$ cat config.mk
export PLATFORM = sky130hd
export DESIGN_NAME = mem_stage_requester
export DESIGN_NICKNAME = d
export VERILOG_FILES = /design/src/rtl/mem_req_pkg.sv /design/src/rtl/mem_addr_check.sv /design/src/rtl/mem_stage_requester.sv
export SDC_FILE = /design/constraint.sdc
export NUM_CORES = 1
export LEC_CHECK = 0
export ABC_CLOCK_PERIOD_IN_PS = 2400
export CORE_ASPECT_RATIO = 0.75
export CORE_MARGIN = 2
export CORE_UTILIZATION = 36
export CTS_CLUSTER_DIAMETER = 120
export DETAILED_ROUTE_END_ITERATION = 8
export PLACE_DENSITY = 0.81
export SLEW_MARGIN = 25
export SYNTH_ARGS = -nofsm -noshare
export SYNTH_HDL_FRONTEND = slang
export SYNTH_SLANG_ARGS = --single-unit
$ cat constraint.sdc
create_clock -name clk -period 2.4 [get_ports clk]
set_input_delay 0.36 -clock clk [delete_from_list [all_inputs] [get_ports clk]]
set_output_delay 0.36 -clock clk [all_outputs]
set_load 0.01 [all_outputs]
$ cat src/rtl/mem_req_pkg.sv
// Shared types and constants for the MEM-stage data-memory requester.
package mem_req_pkg;

  typedef enum logic [1:0] {IDLE, ACCESS, DONE} state_t;

  localparam int unsigned DEF_BASE_ADDR   = 1024;
  localparam int unsigned DEF_DEPTH_WORDS = 64;
  localparam int unsigned WORD_BYTES      = 4;
  localparam int unsigned CNT_W           = 4;

  function automatic int unsigned idx_width(input int unsigned depth);
    return (depth > 1) ? $clog2(depth) : 1;
  endfunction

endpackage

$ cat src/rtl/mem_addr_check.sv
// Combinational request legality: exactly one op, word-aligned, inside the data window.
// Range compare is done in 33 bits so a window ending at 2^32 cannot wrap.
module mem_addr_check
  import mem_req_pkg::*;
#(
  parameter int unsigned BASE_ADDR   = DEF_BASE_ADDR,
  parameter int unsigned DEPTH_WORDS = DEF_DEPTH_WORDS
) (
  input  logic                                 req_read_i,
  input  logic                                 req_write_i,
  input  logic [31:0]                          req_addr_i,
  output logic                                 addr_ok_o,
  output logic [idx_width(DEPTH_WORDS)-1:0]    word_index_o
);

  localparam int unsigned IW = idx_width(DEPTH_WORDS);
  localparam logic [32:0] LO = 33'(BASE_ADDR);
  localparam logic [32:0] HI = LO + 33'(WORD_BYTES * DEPTH_WORDS);

  logic [32:0] addr_ext;
  logic        in_range;
  logic        aligned;

  assign addr_ext     = {1'b0, req_addr_i};
  assign in_range     = (addr_ext >= LO) && (addr_ext < HI);
  assign aligned      = (req_addr_i[1:0] == 2'b00);
  assign addr_ok_o    = (req_read_i ^ req_write_i) && in_range && aligned;
  assign word_index_o = IW'((req_addr_i - 32'(BASE_ADDR)) >> 2);

endmodule

$ cat src/rtl/mem_stage_requester.sv
// MEM-stage initiator: validates a load/store, drives memory for WAIT_STATES+1 cycles, freezes the pipe until DONE.
// Legal request completes WAIT_STATES+2 cycles after it appears, illegal in 1; MEM_STATS_EN adds 16-bit saturating counters.
module mem_stage_requester
  import mem_req_pkg::*;
#(
  parameter int unsigned BASE_ADDR   = DEF_BASE_ADDR,
  parameter int unsigned DEPTH_WORDS = DEF_DEPTH_WORDS,
  parameter int unsigned WAIT_STATES = 1
) (
  input  logic        clk,
  input  logic        rst,
  input  logic        req_read,
  input  logic        req_write,
  input  logic [31:0] req_addr,
  input  logic [31:0] req_wdata,
  output logic        freeze,
  output logic        rsp_valid,
  output logic [31:0] rsp_rdata,
  output logic        addr_err,
  output logic        MEMread,
  output logic        MEMwrite,
  output logic [31:0] address,
  output logic [31:0] data,
  input  logic [31:0] MEM_result
`ifdef MEM_STATS_EN
  ,
  output logic [15:0] stat_reads,
  output logic [15:0] stat_writes,
  output logic [15:0] stat_errs
`endif
);

  localparam int unsigned IW = idx_width(DEPTH_WORDS);

  state_t           state_q;
  logic [CNT_W-1:0] cnt_q;
  logic [IW-1:0]    idx_q;
  logic [31:0]      wdata_q;
  logic [31:0]      rdata_q;
  logic             rd_q;
  logic             err_q;

  logic             addr_ok;
  logic [IW-1:0]    word_index;
  logic             req_any;
  logic             in_access;

  mem_addr_check #(
    .BASE_ADDR   (BASE_ADDR),
    .DEPTH_WORDS (DEPTH_WORDS)
  ) u_check (
    .req_read_i   (req_read),
    .req_write_i  (req_write),
    .req_addr_i   (req_addr),
    .addr_ok_o    (addr_ok),
    .word_index_o (word_index)
  );

  always_ff @(posedge clk or posedge rst) begin
    if (rst) begin
      state_q <= IDLE;
      cnt_q   <= '0;
      idx_q   <= '0;
      wdata_q <= '0;
      rdata_q <= '0;
      rd_q    <= 1'b0;
      err_q   <= 1'b0;
    end else begin
      case (state_q)
        IDLE: begin
          if (req_any) begin
            if (addr_ok) begin
              idx_q   <= word_index;
              wdata_q <= req_wdata;
              rd_q    <= req_read;
              err_q   <= 1'b0;
              cnt_q   <= CNT_W'(WAIT_STATES);
              state_q <= ACCESS;
            end else begin
              err_q   <= 1'b1;
              state_q <= DONE;
            end
          end
        end
        ACCESS: begin
          if (cnt_q == '0) begin
            if (rd_q) rdata_q <= MEM_result;
            state_q <= DONE;
          end else begin
            cnt_q <= cnt_q - 1'b1;
          end
        end
        DONE:    state_q <= IDLE;
        default: state_q <= IDLE;
      endcase
    end
  end

  assign req_any   = req_read | req_write;
  assign in_access = (state_q == ACCESS);

  // Freeze drops in DONE so the pipeline advances exactly once per request.
  assign freeze    = ((state_q == IDLE) && req_any) || in_access;
  assign rsp_valid = (state_q == DONE);
  assign addr_err  = rsp_valid && err_q;
  assign rsp_rdata = rdata_q;

  // Stores strobe only in the last ACCESS cycle so memory sees a single write edge.
  assign MEMread   = in_access && rd_q;
  assign MEMwrite  = in_access && !rd_q && (cnt_q == '0);
  assign address   = in_access ? (32'(BASE_ADDR) + 32'({idx_q, 2'b00})) : '0;
  assign data      = in_access ? wdata_q : '0;

`ifdef MEM_STATS_EN
  logic [15:0] reads_q;
  logic [15:0] writes_q;
  logic [15:0] errs_q;

  always_ff @(posedge clk or posedge rst) begin
    if (rst) begin
      reads_q  <= '0;
      writes_q <= '0;
      errs_q   <= '0;
    end else if (state_q == DONE) begin
      if (err_q) begin
        if (errs_q != 16'hFFFF) errs_q <= errs_q + 1'b1;
      end else if (rd_q) begin
        if (reads_q != 16'hFFFF) reads_q <= reads_q + 1'b1;
      end else begin
        if (writes_q != 16'hFFFF) writes_q <= writes_q + 1'b1;
      end
    end
  end

  assign stat_reads  = reads_q;
  assign stat_writes = writes_q;
  assign stat_errs   = errs_q;
`endif

endmodule
Word-level counts from Yosys, hierarchy flattened. Index checks and enable logic that the tools add are counted.

Reductions and logical operators: 19. Bitwise operators: 2. Multipliers: 0. Multiplexer cells: 11. Eq/ne operators: 6. Add/sub/neg operators: 3. Shift-type cells: 0. Div/mod/pow operators: 0. Magnitude comparators: 2.

Operator list (count): $ge 32x11->1 const B (1); $lt 32x11->1 const B (1); $mux 32 (1); $add 11x8->12 const A (1); $mux 12 (1); $mux 4 (3); $logic_and 1x1->1 (8); $pmux 4 s2 (1); $sub 8x1->8 const B (1); $mux 2 (3); $ne 2x2->1 const B (3); $reduce_and 3->1 (2); $logic_not 2->1 (2); $logic_not 4->1 (1); $pmux 2 s2 (1); $reduce_and 2->1 (2); $reduce_and 4->1 (1); $sub 4x1->4 const B (1); $eq 2x1->1 const B (1); $eq 2x2->1 const B (1); $ne 2x1->1 const B (1); $reduce_bool 2->1 (1); $logic_not 1->1 (1); $logic_or 1x1->1 (1); other kinds (3) (3).

ROM bits: 0. Logic and storage cells: 50. Input bits: 100. Bits in registers: 78. Output and inout bits: 101. Memory bits (writable): 0. Latch bits: 0. Memories kept: 0.

Logic depth before layout (Yosys ltp). Gate-level depths: netlist of run 1.

Depth after elaboration: 7. Depth in mapped cells: 8. Gate-level depth less buffers: 6.

Hierarchy. Synthesis of run 1 repeated with hierarchy kept, for this count alone.

Cells, all modules: 279. Area, all modules: 3789.9 um2.

Modules (own cells, without submodules): mem_stage_requester (cells an instance 262, area an instance 3651.0 um2, times used 1, sequential area each 1951.9 um2); mem_addr_check (cells an instance 17, area an instance 138.9 um2, times used 1, sequential area each 0.0 um2).

Worst setup path after synthesis of run 1. Ideal clock, no wire load.

Kind: input-to-reg. Start point: in req_read. End point: reg idx_q[0]. Slack: 0.388 ns. Setup time: 0.125 ns. Buffers on the path: 2. Cell stages on the path: 8. Required time: 2.275 ns. Arrival: 1.886 ns. Cell sequence: inv_1 ha_1 nor4b_2 nand4_1 nor4b_2 buf_6 buf_12 mux2_4.

Longest elaborated chain between the ends: 4. Elaborated cells between the ends (all ways): 5. Classes of those cells: 2 x bitwise; 3 x reduce/logical.

RTL lines: start, declared (RTL line mem_stage_requester.sv:12) `input logic req_read,`; $xor 1x1->1 (RTL line mem_addr_check.sv:27) `assign addr_ok_o = (req_read_i ^ req_write_i) && in_range && aligned;`; $logic_and 1x1->1 (2 in a row) (RTL line mem_addr_check.sv:27); $reduce_and 3->1 (no line) *; end signal, assigned (RTL line mem_stage_requester.sv:73) `idx_q <= word_index;`; end, declared (RTL line mem_stage_requester.sv:37) `logic [IW-1:0] idx_q;`.

Every way passes the cells marked *; elsewhere a longest branch is shown, timed or not. A chain may end at the register's enable or synchronous reset.

Worst setup path in the final report of run 1.
Start point: reg state_q[1]. End point: out data[21].

Longest elaborated chain between the ends: 2.

RTL lines: start, declared (RTL line mem_stage_requester.sv:35) `state_t state_q;`; start signal, assigned (RTL line mem_stage_requester.sv:61) `state_q <= IDLE;`; start signal, assigned (RTL line mem_stage_requester.sv:78) `state_q <= ACCESS;`; start signal, assigned (RTL line mem_stage_requester.sv:81) `state_q <= DONE;`; $eq 2x1->1 (RTL line mem_stage_requester.sv:100) `assign in_access = (state_q == ACCESS);`; $mux 32 (RTL line mem_stage_requester.sv:112) `assign data = in_access ? wdata_q : '0;`; end, declared (RTL line mem_stage_requester.sv:23) `output logic [31:0] data,`.

Every way passes these cells.

==> summary.txt, run 1 <==
Clock tree
  – Htree depth: 3
  – Hold_buf cts: 0
  – CTS clock-pin slew for the worst setup and hold paths: approximately 0.06 ns
  – Clk Latency, worst-skew pair: ~0.33 ns
  – CTS tree: built
  – Root Buffer Master: clkbuf_16
  – CTS Buf Count: 9
  – Clock Sinks: 78
  – CTS max path bufs: 2

Critical path
  – Cell family with most CP delay: buffers and inverters
  – Type of the worst setup path: reg2out
  – Critical path's slowest cell: clkdlybuf4s50_1
  – Reg2Reg Depth: 6
  – R2r setup slk: ~0.43 ns
  – Critical Path RT: 2.04 ns
  – Slowest stage delay, CP: around 0.53 ns
  – Reg-to-reg critical path endpoint: rsp_rdata[31]$_DFFE_PP0P_
  – Critical-path cell list: nand2b_1 > inv_2 > clkbuf_16 > and2_1 > clkdlybuf4s50_1
  – Crit end category: output port
  – CP arrival: about 1.9 ns
  – CP Max Fanout: 18
  – Worst path bufs/invs: 3
  – CP startpoint kind: flip-flop
  – Reg-to-Reg Start: state_q[1]$_DFFE_PP0P_

Run
  – Max Cap Violations: 0

Run status
  – Status: completed

Min path
  – HP Class: in2async

Detailed routing
  – ANT nets after route: 0
  – # DRC: 0
  – WL/cell: around 15 um
  – DR pass1 iterations: 4
  – Final wirelength: 9200 um
  – Via density: 4.47
  – Detailed router's first-iteration violation count: 108
  – DR vias: between 2,000 and 3,000

Yosys
  – Ranking of synthesized cells by area: dfrtp_1, mux2_4, mux2_2
  – Post-synth cell types: 34
  – Flops & latches, synth: 78
  – Most common flop cell mapped by yosys: dfrtp_1
  – Ys Warns: 0
  – Synth Instances: between 200 and 300
  – Sequential fraction of the synthesis area: between 50% and 60%
  – Yosys top cell area share: 52.0%
  – Mapped Avg Cell Area: ~14 um2
  – Post-synth EDFFs: 0
  – Yosys top cell by area: dfrtp_1
  – Mapped cell area: 3750 um2
  – Asr flop ratio synth: 100%

Cells and area
  – Area Overhead vs Synth: 58.6%
  – Nets: 566
  – Final non-filler cell total: 604
  – Ant. Diodes: 0
  – Layout cells sized above 1: 22.9%
  – Final core utilization: about three fifths
  – Most frequent cells in the layout: clkdlybuf4s50_1, dfrtp_1, and2_1, mux2_2, mux2_4
  – Commonest non-fill, non-tap cell in the layout: clkdlybuf4s50_1

GRT
  – Number of global-route vias before repair: approximately 2,800
  – GRT Resource Usage Total: between 10% and 20%
  – Largest net degree at the start of global routing: 37
  – First-pass GRT wire length: between 10,000 and 15,000 um
  – Total gr overflow: 0
  – Initial antenna violation count: 0

Placed design
  – Routability cong.: between 0.7 and 0.8
  – DP Wirelength: between 6000 and 7000 um
  – Placed insts: approximately 600
  – Port Buffer Count: around 180

STA
  – Worst-margin pin slew: around 0.53 ns
  – Final Hold Vio Count: 0
  – Fmax: around 440 MHz
  – Slew headroom: 64.3%
  – Layout Skew: between 0.005 and 0.006 ns
  – # setup viols final: 0
  – RSZ-0062 raised after global routing: no
  – Max Transition Viols Final: 0
  – Final cycle utilization of the critical path: a little over nine tenths
  – Fin crit period: around 2.3 ns

Die
  – Die width: ~120 um
  – Chip height: 92.4 um
  – Initial Utilization: 36.8%
  – FP Rows: 32
  – Core ar.: roughly 10,000 um2
  – Num ports: 201
  – Die Footprint: 11,300 um2

Pwr
  – Lkg Pwr: roughly 2.8 nW
  – VDD IR-drop max: ~0.00032 V
  – PwrDens: between 400 and 500 nW/um2
-- metal layers --
layer	vias to the layer above	share of wire, %	track usage, %
li1	1261	-	-
met1	1293	42	20.1
met2	127	47	25.8
met3	19	9.3	7.14
met4	0	2.4	6.70
met5	-	0	0
-- cells in the mapped netlist (all sizes together) (2+ instances only) --
master / n
dfrtp: 78
mux2: 71
and2: 40
buf: 34
inv: 8
nor4: 6
clkbuf: 5
nand2: 4
nor2: 4
ha: 3
nand3: 3
a21oi: 2
nand2b: 2
nor2b: 2
nor4b: 2
o21ai: 2
-- metrics by stage --
step	area [um2]	hold slack [ns]	worst slack [ns]	power, mW	setup TNS (ns)
3_5_place_dp	5610	0.479	-0.281	1.59	-9.59
2_1_floorplan	3840	0.472	0.0450	1.43	0
6_report	5960	0.388	0.117	2.84	0
3_3_place_gp	5610	0.471	-0.232	1.59	-8.10
4_1_cts	5910	0.390	0.0179	2.89	0
5_1_grt	5960	0.420	0.00420	2.97	0
-- where the power goes --
part | internal (mW) | switching, mW
clock network | 0.758 | 0.511
registers | 1.32 | 0.00178
logic | 0.166 | 0.0849
total | 2.24 | 0.598
-- repair_timing --
action	in CTS	in global routing
pin swaps	0	1
resized for setup	4	5
gates cloned	0	1
buffers inserted	0	1
setup endpoints to repair	34	57
-- state kept, by name, summed over array words and instances (netlist names) --
| signal | count |
|---|---|
| wdata_q | 32 |
| rd_q | 1 |
| rsp_rdata | 32 |
| err_q | 1 |
| state_q | 2 |
| cnt_q | 4 |
| idx_q | 6 |
-- logic make-up after synthesis --
group | count (synthesis) | synth area share [%]
flops | 78 | 52.0
mux | 72 | 25.0
simple gates | 69 | 11.6
buf+inv | 47 | 9.20
compound gates | 6 | 0.966
fa+ha+maj | 3 | 1.00
other cells | 1 | 0.0999
xor+xnor | 1 | 0.233
-- worst max-delay path by stage --
| stage | from | end | slack, ns | depth (start not counted) |
|---|---|---|---|---|
| floorplan | rst | cnt_q[0]$_DFFE_PP0P_ | 0.04 | 1 |
| finish | state_q[1]$_DFFE_PP0P_ | data[21] | 0.12 | 5 |
| global placement | req_read | wdata_q[15]$_DFFE_PP0P_ | -0.23 | 9 |
| CTS | state_q[1]$_DFFE_PP0P_ | MEMwrite | 0.02 | 6 |
| global route | state_q[1]$_DFFE_PP0P_ | address[7] | 0.004 | 5 |
| detailed placement | req_read | wdata_q[20]$_DFFE_PP0P_ | -0.28 | 9 |
-- worst reg2reg max path, stage by stage, from the launching register on --
cell and delay (ns):
dfrtp_1 0.40, nand2b_1 0.20, inv_2 0.13, clkbuf_16 0.18
and3_1 0.23, buf_4 0.32, mux2_2 0.39
-- area by class of cell --
type	instances	area (um2)
repair buffers	190	1950
clock buffers	12	256
fillers	846	4250
clock inverters	4	31.3
inverters	8	31.3
well taps	136	170
flip-flops and latches	78	1950
multi-input cells	176	1560
Note: power is estimated with default switching activity, not from simulation.
==> run 2: changes to the inputs <==
--- a/config.mk
+++ b/config.mk
@@ -5,9 +5,9 @@
 export SDC_FILE = /design/constraint.sdc
 export NUM_CORES = 1
 export LEC_CHECK = 0
-export ABC_CLOCK_PERIOD_IN_PS = 2400
+export ABC_CLOCK_PERIOD_IN_PS = 1900
 export CORE_ASPECT_RATIO = 0.75
-export CORE_MARGIN = 2
+export CORE_MARGIN = 5
 export CORE_UTILIZATION = 36
 export CTS_CLUSTER_DIAMETER = 120
 export DETAILED_ROUTE_END_ITERATION = 8
==> constraint.sdc (replaced) <==
create_clock -name clk -period 1.9 [get_ports clk]
set_input_delay 0.285 -clock clk [delete_from_list [all_inputs] [get_ports clk]]
set_output_delay 0.285 -clock clk [all_outputs]
set_load 0.01 [all_outputs]
==> summary.txt, run 2 (synthesis results as in run 1) <==
Run status
  – Failing checks: negative setup slack
  – Status: finished, violations left

Die
  – Die width: between 100 and 150 um
  – Initial Utilization: a little over a third
  – Num ports: roughly 200
  – Chip height: between 90 and 100 um
  – FP Rows: 32
  – Core ar.: roughly 10,000 um2
  – Die Footprint: between 10,000 and 15,000 um2

Run
  – Max Cap Violations: 0

Critical path
  – R2r setup slk: -0.13 ns
  – CP Max Fanout: 6
  – Reg2Reg Depth: 7
  – Type of the worst setup path: reg2reg
  – Critical Path Sink: wdata_q[15]$_DFFE_PP0P_
  – Critical Path RT: ~2.1 ns
  – CP startpoint: state_q[1]$_DFFE_PP0P_
  – CP arrival: 2.24 ns
  – Reg-to-reg critical path endpoint: wdata_q[15]$_DFFE_PP0P_
  – Reg-to-Reg Start: state_q[1]$_DFFE_PP0P_
  – Crit end category: flip-flop
  – CP startpoint kind: flip-flop

STA
  – RSZ-0062 raised after global routing: yes
  – Fmax: 493 MHz
  – # setup viols final: 39
  – Final cycle utilization of the critical path: 107%
  – Layout Skew: about 0.0053 ns
  – Fin crit period: about 2 ns
  – Final setup margin: -0.128 ns
  – Final Hold Vio Count: 0
  – Max Transition Viols Final: 0

Detailed routing
  – Detailed router's first-iteration violation count: 128
  – Final wirelength: approximately 11,000 um
  – # DRC: 0
  – DR pass1 iterations: 4
  – ANT nets after route: 0
  – DR vias: about 2,800
  – WL/cell: 17.1 um
  – Via density: 4.49

Min path
  – HP Class: in2reg

GRT
  – Largest net degree at the start of global routing: between 50 and 60
  – Initial antenna violation count: 0
  – Total gr overflow: 0
  – GRT Resource Usage Total: around 16%
  – Number of global-route vias before repair: about 3,100
  – First-pass GRT wire length: roughly 16,000 um

Placed design
  – DP Wirelength: roughly 7200 um
  – Placed insts: 590
  – Routability cong.: roughly 0.76
  – Port Buffer Count: 175

Clock tree
  – CTS max path bufs: 2
  – Htree depth: 3
  – CTS Buf Count: 9
  – Clk Latency, worst-skew pair: between 0.3 and 0.4 ns
  – CTS tree: built
  – Hold_buf cts: 0
  – Clock Sinks: between 70 and 80
  – Root Buffer Master: clkbuf_16
  – CTS clock-pin slew for the worst setup and hold paths: ~0.06 ns

Cells and area
  – Area Overhead vs Synth: 66.2%
  – Commonest non-fill, non-tap cell in the layout: clkdlybuf4s50_1
  – Most frequent cells in the layout: clkdlybuf4s50_1, dfrtp_1, mux2_4, and2_1
  – Layout cells sized above 1: 36.3%
  – Final core utilization: around three fifths
  – Ant. Diodes: 0
  – Final non-filler cell total: 632
  – Nets: around 600

Pwr
  – Combinational cell fraction of total power: a little under a tenth
  – Sw Ratio: between 20% and 30%
  – Internal power: 2.78 mW
  – PwrDens: between 500 and 600 nW/um2
  – Part of the power in the clock network: 44.2%
  – Reg power frac: a little under half
  – Sw Pwr: 0.786 mW
  – VDD IR-drop max: 0.000491 V
  – Lkg Pwr: a little over 3 nW
run 2: stage by stage:
stage	total power, mW	setup slack [ns]	TNS (ns)	area (um2)	hold WS, ns
final	3.57	-0.128	-2.54	6240	0.191
after global routing	3.72	-0.174	-4.29	6240	0.181
after CTS	3.60	-0.0662	-0.376	6040	0.186
after detailed placement	2.02	-0.680	-28.00	5650	0.484
after global placement	2.01	-0.578	-23.80	5650	0.478
after floorplan	1.80	0.00189	0	3850	0.420
run 2: final cells by class:
type | count | area (um2)
tap | 136 | 170
fill | 838 | 4010
sequential | 78 | 1950
clock buffer | 10 | 239
clock inverter | 6 | 37.5
multi-input combinational | 176 | 1670
timing repair buffer | 218 | 2140
inverter | 8 | 36.3
run 2: worst min-delay path by stage:
stage / from / endpoint / slack [ns] / depth (start not counted)
after floorplan: MEM_result[24] / rsp_rdata[24]$_DFFE_PP0P_ / 0.42 / 1
after global placement: rsp_rdata[24]$_DFFE_PP0P_ / rsp_rdata[24]$_DFFE_PP0P_ / 0.48 / 1
after detailed placement: wdata_q[10]$_DFFE_PP0P_ / wdata_q[10]$_DFFE_PP0P_ / 0.48 / 1
after CTS: req_read / rd_q$_DFFE_PP0P_ / 0.19 / 2
after global routing: req_read / rd_q$_DFFE_PP0P_ / 0.18 / 2
final: req_read / rd_q$_DFFE_PP0P_ / 0.19 / 2
run 2: routing by layer:
metal | GRT usage [%] | vias to the layer above | part of all wire, %
met5 | 0 | - | 0
met3 | 7.37 | 19 | 9.9
met2 | 26.6 | 131 | 47
met4 | 5.63 | 0 | 2.3
met1 | 19.2 | 1370 | 41
li1 | - | 1317 | -
run 2: power groups by stage:
stage | clock [mW] | sequential, mW | combinational, mW
6_report | 1.58 | 1.67 | 0.325
5_1_grt | 1.70 | 1.66 | 0.351
4_1_cts | 1.61 | 1.67 | 0.322
2_1_floorplan | 0 | 1.70 | 0.108
3_3_place_gp | 0 | 1.70 | 0.319
3_5_place_dp | 0 | 1.70 | 0.322
run 2: timing repair:
item	in CTS	in global routing
buffers inserted	13	7
gates cloned	4	2
pin swaps	8	4
endpoints found under the setup margin	88	81
gates resized for setup	171	26
run 2: worst max-delay path, cell delays in order, from the launching register on:
cell	delay, ns
dfrtp_1	0.41
or3_4	0.40
nor4b_4	0.29
buf_6	0.16
buf_12	0.13
buf_12	0.10
buf_12	0.12
mux2_4	0.30
